<file path="src/rtl/bitwise_stream_unit.sv">
// Pipelined bitwise operator stream with valid/ready flow control and burst accumulation.
// Ports: clk, reset (async high), in_* beat stream, out_* result stream; optional out_parity (BITWISE_STREAM_PARITY_EN).
module bitwise_stream_unit #(
  parameter int WIDTH  = 16,
  parameter int STAGES = 2
) (
  input  logic             clk,
  input  logic             reset,
  input  logic             in_valid,
  output logic             in_ready,
  input  logic [WIDTH-1:0] in_a,
  input  logic [WIDTH-1:0] in_b,
  input  logic [2:0]       in_op,
  input  logic             in_acc,
  input  logic             in_last,
  output logic             out_valid,
  input  logic             out_ready,
  output logic [WIDTH-1:0] out_data,
  output logic             out_zero
`ifdef BITWISE_STREAM_PARITY_EN
  ,
  output logic             out_parity
`endif
);

  localparam int LAST = STAGES - 1;

  typedef enum logic {IDLE, ACC} state_t;

  state_t           state;
  logic [WIDTH-1:0] acc;
  logic [2:0]       op_q;

  logic [WIDTH-1:0] sd [STAGES];
  logic             sv [STAGES];
  logic [WIDTH-1:0] nd [STAGES];
  logic             nv [STAGES];

  logic             advance;
  logic             fire;
  logic             emit;
  logic [2:0]       op_sel;
  logic [WIDTH-1:0] b_sel;
  logic [WIDTH-1:0] res;

  function automatic logic [WIDTH-1:0] bw(
    input logic [2:0]       op,
    input logic [WIDTH-1:0] a,
    input logic [WIDTH-1:0] b
  );
    logic [WIDTH-1:0] r;
    unique case (op)
      3'd0: r = a & b;
      3'd1: r = a | b;
      3'd2: r = a ^ b;
      3'd3: r = ~(a & b);
      3'd4: r = ~(a | b);
      3'd5: r = ~(a ^ b);
      3'd6: r = ~a;
      3'd7: r = a;
    endcase
    return r;
  endfunction

  assign out_valid = sv[LAST];
  assign out_data  = sd[LAST];
  assign out_zero  = (sd[LAST] == '0);
  assign advance   = !out_valid || out_ready;
  assign in_ready  = advance;
  assign fire      = in_valid && in_ready;

  // In a burst the running accumulator replaces operand B
  // and the op captured on the first beat stays in force.
  assign op_sel = (state == ACC) ? op_q : in_op;
  assign b_sel  = (state == ACC) ? acc : in_b;
  assign res    = bw(op_sel, in_a, b_sel);

  // Only plain beats and burst-closing beats produce output.
  assign emit = fire &&
    ((state == IDLE) ? (!in_acc || in_last) : in_last);

  assign nv[0] = emit;
  assign nd[0] = emit ? res : '0;

  for (genvar i = 1; i < STAGES; i++) begin : g_chain
    assign nv[i] = sv[i-1];
    assign nd[i] = sd[i-1];
  end

  always_ff @(posedge clk or posedge reset) begin
    if (reset) begin
      for (int i = 0; i < STAGES; i++) begin
        sv[i] <= 1'b0;
        sd[i] <= '0;
      end
    end else if (advance) begin
      for (int i = 0; i < STAGES; i++) begin
        sv[i] <= nv[i];
        sd[i] <= nd[i];
      end
    end
  end

`ifdef BITWISE_STREAM_PARITY_EN
  always_ff @(posedge clk or posedge reset) begin
    if (reset) begin
      out_parity <= 1'b0;
    end else if (advance) begin
      out_parity <= ^nd[LAST];
    end
  end
`endif

  always_ff @(posedge clk or posedge reset) begin
    if (reset) begin
      state <= IDLE;
      acc   <= '0;
      op_q  <= 3'd0;
    end else if (fire) begin
      unique case (state)
        IDLE: begin
          if (in_acc && !in_last) begin
            acc   <= res;
            op_q  <= in_op;
            state <= ACC;
          end
        end
        ACC: begin
          if (in_last) begin
            acc   <= '0;
            state <= IDLE;
          end else begin
            acc <= res;
          end
        end
      endcase
    end
  end

endmodule

</file>
<file path="config.mk">
export PLATFORM = sky130hd
export DESIGN_NAME = bitwise_stream_unit
export DESIGN_NICKNAME = d
export VERILOG_FILES = /design/src/rtl/bitwise_stream_unit.sv
export SDC_FILE = /design/constraint.sdc
export NUM_CORES = 1
export LEC_CHECK = 0
export BUFFER_PORTS_ARGS = -buffer_cell sky130_fd_sc_hd__buf_2
export CAP_MARGIN = 10
export CORE_ASPECT_RATIO = 0.7
export CORE_MARGIN = 2
export CORE_UTILIZATION = 35
export DETAILED_ROUTE_END_ITERATION = 6
export GPL_ROUTABILITY_DRIVEN = 0
export PLACE_DENSITY = 0.61
export SYNTH_ARGS = -nofsm -noshare
export SYNTH_HDL_FRONTEND = slang
export SYNTH_SLANG_ARGS = --single-unit
</file>
<file path="constraint.sdc">
create_clock -name clk -period 7.7 [get_ports clk]
set_clock_uncertainty 0.2 [all_clocks]
set_input_delay 1.155 -clock clk [delete_from_list [all_inputs] [get_ports clk]]
set_output_delay 1.155 -clock clk [all_outputs]
set_load 0.05 [all_outputs]
</file>
==> impl_results.md, run 1 <==
* Die height at 96.2 um
* EDFF count, synth at 0
* CP startpoint: out_ready
* Antenna cells at 0
* Most area-hungry cell type in the Yosys netlist: dfrtp_1
* Via density at 5.37
* WHS at 0.279 ns
* Pwr dens at roughly 270 mW/mm^2
* F_max at 0.264 GHz
* Yosys warnings at 0
* Worst skew pair latency at 0.30 ns
* Synthesized instance count at ~500
* Antenna violations before repair at 0
* RSZ-0062 raised after global routing: false
* Register area share after synthesis at 31.8%
* Mapped Nets at a little under 600
* Post-route ant nets at 0
* CORE AREA at 0.0118 sq mm
* Dpl hpwl at 8000 um
* Post-CTS Hold Buffers at 0
* Synth top area share at a little under a third
* Cell area after synthesis at 0.00425 sq mm
* Crit-path cells: buf_2 -> nor2b_2 -> buf_4 -> inv_1 -> buf_2
* Outcome: completed
* HP Start: nv[0]$_DFFE_PP0N_
* CTS tree: built
* Vias in the first global route at 3,543
* CTS sink count at 54
* Starting Density at around 36%
* Final min period at approximately 3.8 ns
* Startpoint Class: primary input
* Crit path max-delay cell type: inv_1
* CP endpoint kind: primary output
* P&R area growth vs syn at 11.9%
* Grt ovf at 0
* Relative slew slack at 35.1%
* Setup_tns at 0 ns
* GRT Resource Usage Total at ~18%
* Final Total Pwr at 1.30 mW
* TritonCTS Buffers at 5
* Maxcap violations at 0
* Bufs on Longest Clock Path at 2
* Post-CTS Setup Bufs at 0
* Crit path top cell by count: buf_2
* CP arrival at 2.43 ns
* Floorplan die width at 136 um
* Wire per inst at 16.1 um
* Leakage at 2.32 nW
* Initial drt markers at 286
* Worst EP required at 6.34 ns
* DP Area at 0.00460 sq mm
* DRC errors left at 0
* Pin count of the biggest net entering global routing at 55
* CP peak stage delay at between 0.5 and 0.6 ns
* Drt first pass iters at 4
* Die Area at about 0.013 sq mm
* Slew @ Worst Pin at 0.974 ns
* Post-cts gate resize count at 0
* Total wire length at 11,400 um
* Rows at 33
* DR vias at about 3,800
* Design Area, Final at 0.00475 sq mm
* Final nets at 625
* Max Slew Vio Count at 0
* Fin. Hold Viols at 0
* Synth Register Bits at between 50 and 60
* VDD IR-drop max at 0.173 mV
* Largest cells by area after synthesis: dfrtp_1, nand2_1, ha_1, mux2i_1, o21ai_1
* Clock Pin Slew Worst Setup and Hold Paths at 0.07 ns
* Clk root buf: clkbuf_16
* Min-Delay Path Class: reg2reg
* Ys flop type: dfrtp_1
* Crit share post-route at between 40% and 50%
* Crit Path Category: in2out
* Worst Path Max Fanout at 34
* First-pass GRT wire length at 18,300 um
* Share of cells above drive strength 1 at around 17%
* Critical R2R Launch: state$_DFFE_PP0P_
* Synth cell types at 47
* Port bufs at 59
* IO Pins at 60
* H-tree depth at 2
* FFs w/ async S/R, synth at 100%
* Count of final setup violators at 0
* Syn Area/Cell at 8.28 sq um
routing by layer:
| metal | share of wire (%) | global-route usage (%) | vias to the layer above | wire [um] |
|---|---|---|---|---|
| met5 | 0 | 0 | - | 0 |
| met4 | 0.57 | 2.95 | 0 | 65 |
| met3 | 6.4 | 3.16 | 11 | 737 |
| met2 | 43 | 27.7 | 110 | 4890 |
| met1 | 50 | 26.5 | 1820 | 5750 |
| li1 | - | - | 1871 | - |
flip-flops by register name (all words and copies together) (netlist names):
name,count
acc,16
nd,16
nv,1
op_q,3
out_data,16
out_valid,1
state,1
through the flow:
step / cells / utilization [%] / setup slack, ns
after floorplan: 513 / - / 3.97
after global placement: 702 / 39.1 / 3.92
after detailed placement: 702 / 39.1 / 3.91
after CTS: 710 / 40.4 / 3.91
after global routing: 710 / 40.4 / 3.80
final: 710 / 40.4 / 3.91
kinds of logic after synthesis:
family,count (synthesis),share of synthesized area [%]
and+or+nand+nor,185,19.4
AOI/OAI and AO/OA,124,19.0
buffers and inverters,66,7.25
DFF,54,31.8
muxes,46,11.8
adders and majority gates,32,9.43
xor gates and xnor gates,6,1.24
cell usage after synthesis, types with 3 or more instances:
| master | instances |
|---|---|
| a2111oi_1 | 4 |
| a211oi_1 | 3 |
| a211oi_2 | 5 |
| a21oi_1 | 23 |
| a22oi_1 | 15 |
| a32o_1 | 4 |
| and3_1 | 5 |
| buf_2 | 15 |
| buf_4 | 3 |
| buf_6 | 4 |
| clkbuf_1 | 9 |
| dfrtp_1 | 54 |
| ha_1 | 32 |
| inv_1 | 34 |
| mux2_1 | 4 |
| mux2_2 | 8 |
| mux2i_1 | 30 |
| nand2_1 | 118 |
| nand2b_1 | 9 |
| nand3_1 | 5 |
| nor2_1 | 12 |
| nor3_1 | 13 |
| nor3b_1 | 8 |
| nor4_1 | 4 |
| o211ai_1 | 3 |
| o21ai_0 | 19 |
| o21ai_1 | 30 |
| o22ai_1 | 6 |
| o31ai_1 | 5 |
| or3_1 | 5 |
| xor2_1 | 5 |
power by group:
part / switching (mW) / internal [mW] / total (mW)
registers: 0.0749 / 0.365 / 0.440
logic: 0.399 / 0.222 / 0.621
clock network: 0.115 / 0.125 / 0.240
final cells by class:
type	count	area, sq um
clock inverters	3	28.8
clock buffers	5	125
repair buffers	64	333
well taps	157	196
flip-flops and latches	54	1350
multi-input cells	393	2590
fillers	1212	7020
inverters	34	128
worst max-delay path, delay by kind of cell:
family / cells / cell delay, ns
and+or+nand+nor: 1 / 0.03
buffers and inverters: 4 / 1.23
path summary, 6_finish.rpt:
path	endpoint	cells after the start	slack, ns
max reg2reg	acc[13]$_DFFE_PP0P_	6	3.93
min	out_valid$_DFFE_PP0N_	1	0.28
max in group asynchronous	acc[13]$_DFFE_PP0P_	3	5.98
max	in_ready	5	3.91
min in group asynchronous	out_data[10]$_DFFE_PP0N_	3	0.85
min reg2reg	out_valid$_DFFE_PP0N_	1	0.28
layout by cell type, fill, tap and decap left out, types with 9 or more instances in the layout:
| cell | count |
|---|---|
| nand2_1 | 118 |
| buf_2 | 59 |
| dfrtp_1 | 54 |
| inv_1 | 33 |
| ha_1 | 32 |
| mux2i_1 | 30 |
| o21ai_1 | 30 |
| a21oi_1 | 23 |
| o21ai_0 | 19 |
| a22oi_1 | 15 |
| nor3_1 | 13 |
| nor2_1 | 12 |
| nand2b_1 | 9 |
(Power assumes the default switching activity.)
==> inputs of run 2 (changes only) <==
--- a/config.mk
+++ b/config.mk
@@ -12,7 +12,7 @@
 export CORE_UTILIZATION = 35
 export DETAILED_ROUTE_END_ITERATION = 6
 export GPL_ROUTABILITY_DRIVEN = 0
-export PLACE_DENSITY = 0.61
+export PLACE_DENSITY = 0.63
 export SYNTH_ARGS = -nofsm -noshare
 export SYNTH_HDL_FRONTEND = slang
 export SYNTH_SLANG_ARGS = --single-unit
==> constraint.sdc (replaced) <==
create_clock -name clk -period 3.3 [get_ports clk]
set_clock_uncertainty 0.2 [all_clocks]
set_input_delay 0.495 -clock clk [delete_from_list [all_inputs] [get_ports clk]]
set_output_delay 0.495 -clock clk [all_outputs]
set_load 0.05 [all_outputs]
==> run 2 against run 1 <==
Clock power grew to 2.6 times the previous value. Global-route usage grew 1.3 points. Worst hold slack lost 0.10 ns. Cell count grew 0.85%. Largest power group unchanged. Highest routed layer unchanged.
==> impl_results.md, run 2 (same netlist as run 1, synthesis figures left out) <==
* Final Total Pwr at 3.11 mW (was 1.30 mW)
* Most common cell after layout, fill and taps aside: nand2_1 (unchanged)
* Crit-path cells: buf_12 -> mux2_2 -> buf_4 -> o21ai_0 -> mux2i_1 -> o211ai_1 -> a32o_1 (was buf_2 -> nor2b_2 -> buf_4 -> inv_1 -> buf_2)
* CP Buf/Inv Count at 2 (was 4)
* Worst Path Max Fanout at 33 (was 34)
* CTS tree: built (unchanged)
* Worst R2R Path Depth at 7 (was 6)
* Via density at 5.42 (was 5.37)
* Rows at 33 (unchanged)
* CTS sink count at 54 (unchanged)
* DP Area at 0.00466 sq mm (was 0.00460 sq mm)
* Final min period at 2.46 ns
* Placed insts at 708 (was 702)
* Vias in the first global route at 3,817 (was 3,543)
* Die Area at 0.0130 sq mm (unchanged)
* Relative slew slack at 53.5% (was 35.1%)
* Post-CTS Hold Buffers at 0 (unchanged)
* Crit path max-delay cell type: mux2_2 (was inv_1)
* Share of cells above drive strength 1 at 17.9% (was 17.0%)
* Antenna cells at 0 (unchanged)
* Drt first pass iters at 5 (was 4)
* Non-filler cells, final at 716 (was 710)
* Leakage at 2.36 nW (was 2.32 nW)
* Count of final setup violators at 0 (unchanged)
* DR vias at 3,884 (was 3,812)
* Setup_tns at 0 ns (unchanged)
* CP arrival at 2.50 ns (was 2.43 ns)
* Pin count of the biggest net entering global routing at 55 (unchanged)
* TritonCTS Buffers at 5 (unchanged)
* Worst skew pair latency at 0.31 ns (was 0.30 ns)
* Fillers at 1,210 (was 1,212)
* Final core utilization at 41.0% (was 40.4%)
* Die height at 96.2 um (unchanged)
* IO Pins at 60 (unchanged)
* Max Slew Vio Count at 0 (unchanged)
* Wire per inst at 16.5 um (was 16.1 um)
* Dpl hpwl at 8560 um (was 8000 um)
* Final nets at 631 (was 625)
* Design Area, Final at 0.00483 sq mm (was 0.00475 sq mm)
* Starting Density at 36.1% (unchanged)
* Critical path depth at 7 (was 5)
* Port bufs at 59 (unchanged)
* Outcome: completed (unchanged)
* Floorplan die width at 136 um (unchanged)
* Crit Path Category: reg2reg (was in2out)
* DRC errors left at 0 (unchanged)
* RSZ-0062 raised after global routing: false (unchanged)
* Most frequent cells in the layout: nand2_1, buf_2, dfrtp_1 (unchanged)
* Grt ovf at 0 (unchanged)
* Fin. Hold Viols at 0 (unchanged)
* Bufs on Longest Clock Path at 2 (unchanged)
* Total wire length at 11,800 um (was 11,400 um)
* VDD IR-drop max at 0.306 mV (was 0.173 mV)
* CP peak stage delay at 0.47 ns (was 0.54 ns)
* F_max at between 0.4 and 0.5 GHz
* Post-route ant nets at 0 (unchanged)
* Min-Delay Path Class: in2async (was reg2reg)
* Post-cts gate resize count at 0 (unchanged)
* CP delay by family, top: compound AO/OA/AOI/OAI gates (was buffers and inverters)
* Worst EP required at 3.34 ns (was 6.34 ns)
* Antenna violations before repair at 0 (unchanged)
* Crit share post-route at 74.7%
* Pwr dens at 644 mW/mm^2 (was 274 mW/mm^2)
* CORE AREA at 0.0118 sq mm (unchanged)
* GRT Resource Usage Total at 19.2% (was 17.9%)
* Clk root buf: clkbuf_16 (unchanged)
* First-pass GRT wire length at 19,300 um (was 18,300 um)
* Slew @ Worst Pin at 0.697 ns (was 0.974 ns)
* H-tree depth at 2 (unchanged)
* Initial drt markers at 275 (was 286)
* Startpoint Class: register (was primary input)
* Clock Pin Slew Worst Setup and Hold Paths at 0.07 ns (about the same)
* P&R area growth vs syn at 13.7% (was 11.9%)
* Post-CTS Setup Bufs at 0 (unchanged)
* Maxcap violations at 0 (unchanged)
* CP endpoint kind: register (was primary output)
run 2: final timing paths:
| kind | start | end | slack (ns) |
|---|---|---|---|
| worst max-delay path | state$_DFFE_PP0P_ | nd[7]$_DFFE_PP0N_ | 0.84 |
| worst min-delay path | reset | nd[14]$_DFFE_PP0N_ | 0.17 |
| worst max register to register | state$_DFFE_PP0P_ | nd[7]$_DFFE_PP0N_ | 0.84 |
| worst min register to register | nv[0]$_DFFE_PP0N_ | out_valid$_DFFE_PP0N_ | 0.25 |
| max in group asynchronous | reset | op_q[1]$_DFFE_PP0P_ | 2.26 |
| min in group clk | nv[0]$_DFFE_PP0N_ | out_valid$_DFFE_PP0N_ | 0.25 |
run 2: power breakdown:
group          switching, mW  internal [mW]  leakage [nW]  total [mW]
Combinational          0.924          0.536          1.57        1.46
Clock                  0.265          0.363        0.0844       0.628
Sequential             0.168          0.853         0.704        1.02
run 2: worst min-delay path, cell delays in order:
cell and delay (ns):
buf_2 0.10, inv_2 0.03, buf_4 0.54
run 2: per-layer routing:
layer | part of all wire, % | wire length [um] | vias to the layer above | track usage, %
li1 | - | - | 1880 | -
met1 | 47 | 5560 | 1850 | 26.2
met2 | 44 | 5250 | 145 | 31.3
met3 | 7.7 | 916 | 9 | 3.74
met4 | 0.75 | 89 | 0 | 4.95
met5 | 0 | 0 | - | 0
run 2: area by class of cell:
type,instances,area [sq um],area share (%)
clock buffer,5,125,2.59
clock inverter,3,47.5,0.985
inverter,34,128,2.64
multi-input combinational,393,2590,53.6
sequential,54,1350,28.0
tap,157,196,4.07
timing repair buffer,70,390,8.08
run 2: stage by stage:
step / setup slack (ns) / hold WS [ns]
4_1_cts: 0.846 / 0.200
2_1_floorplan: 0.558 / 0.235
3_3_place_gp: 0.896 / 0.249
6_report: 0.836 / 0.175
3_5_place_dp: 0.869 / 0.242
5_1_grt: 0.685 / 0.246
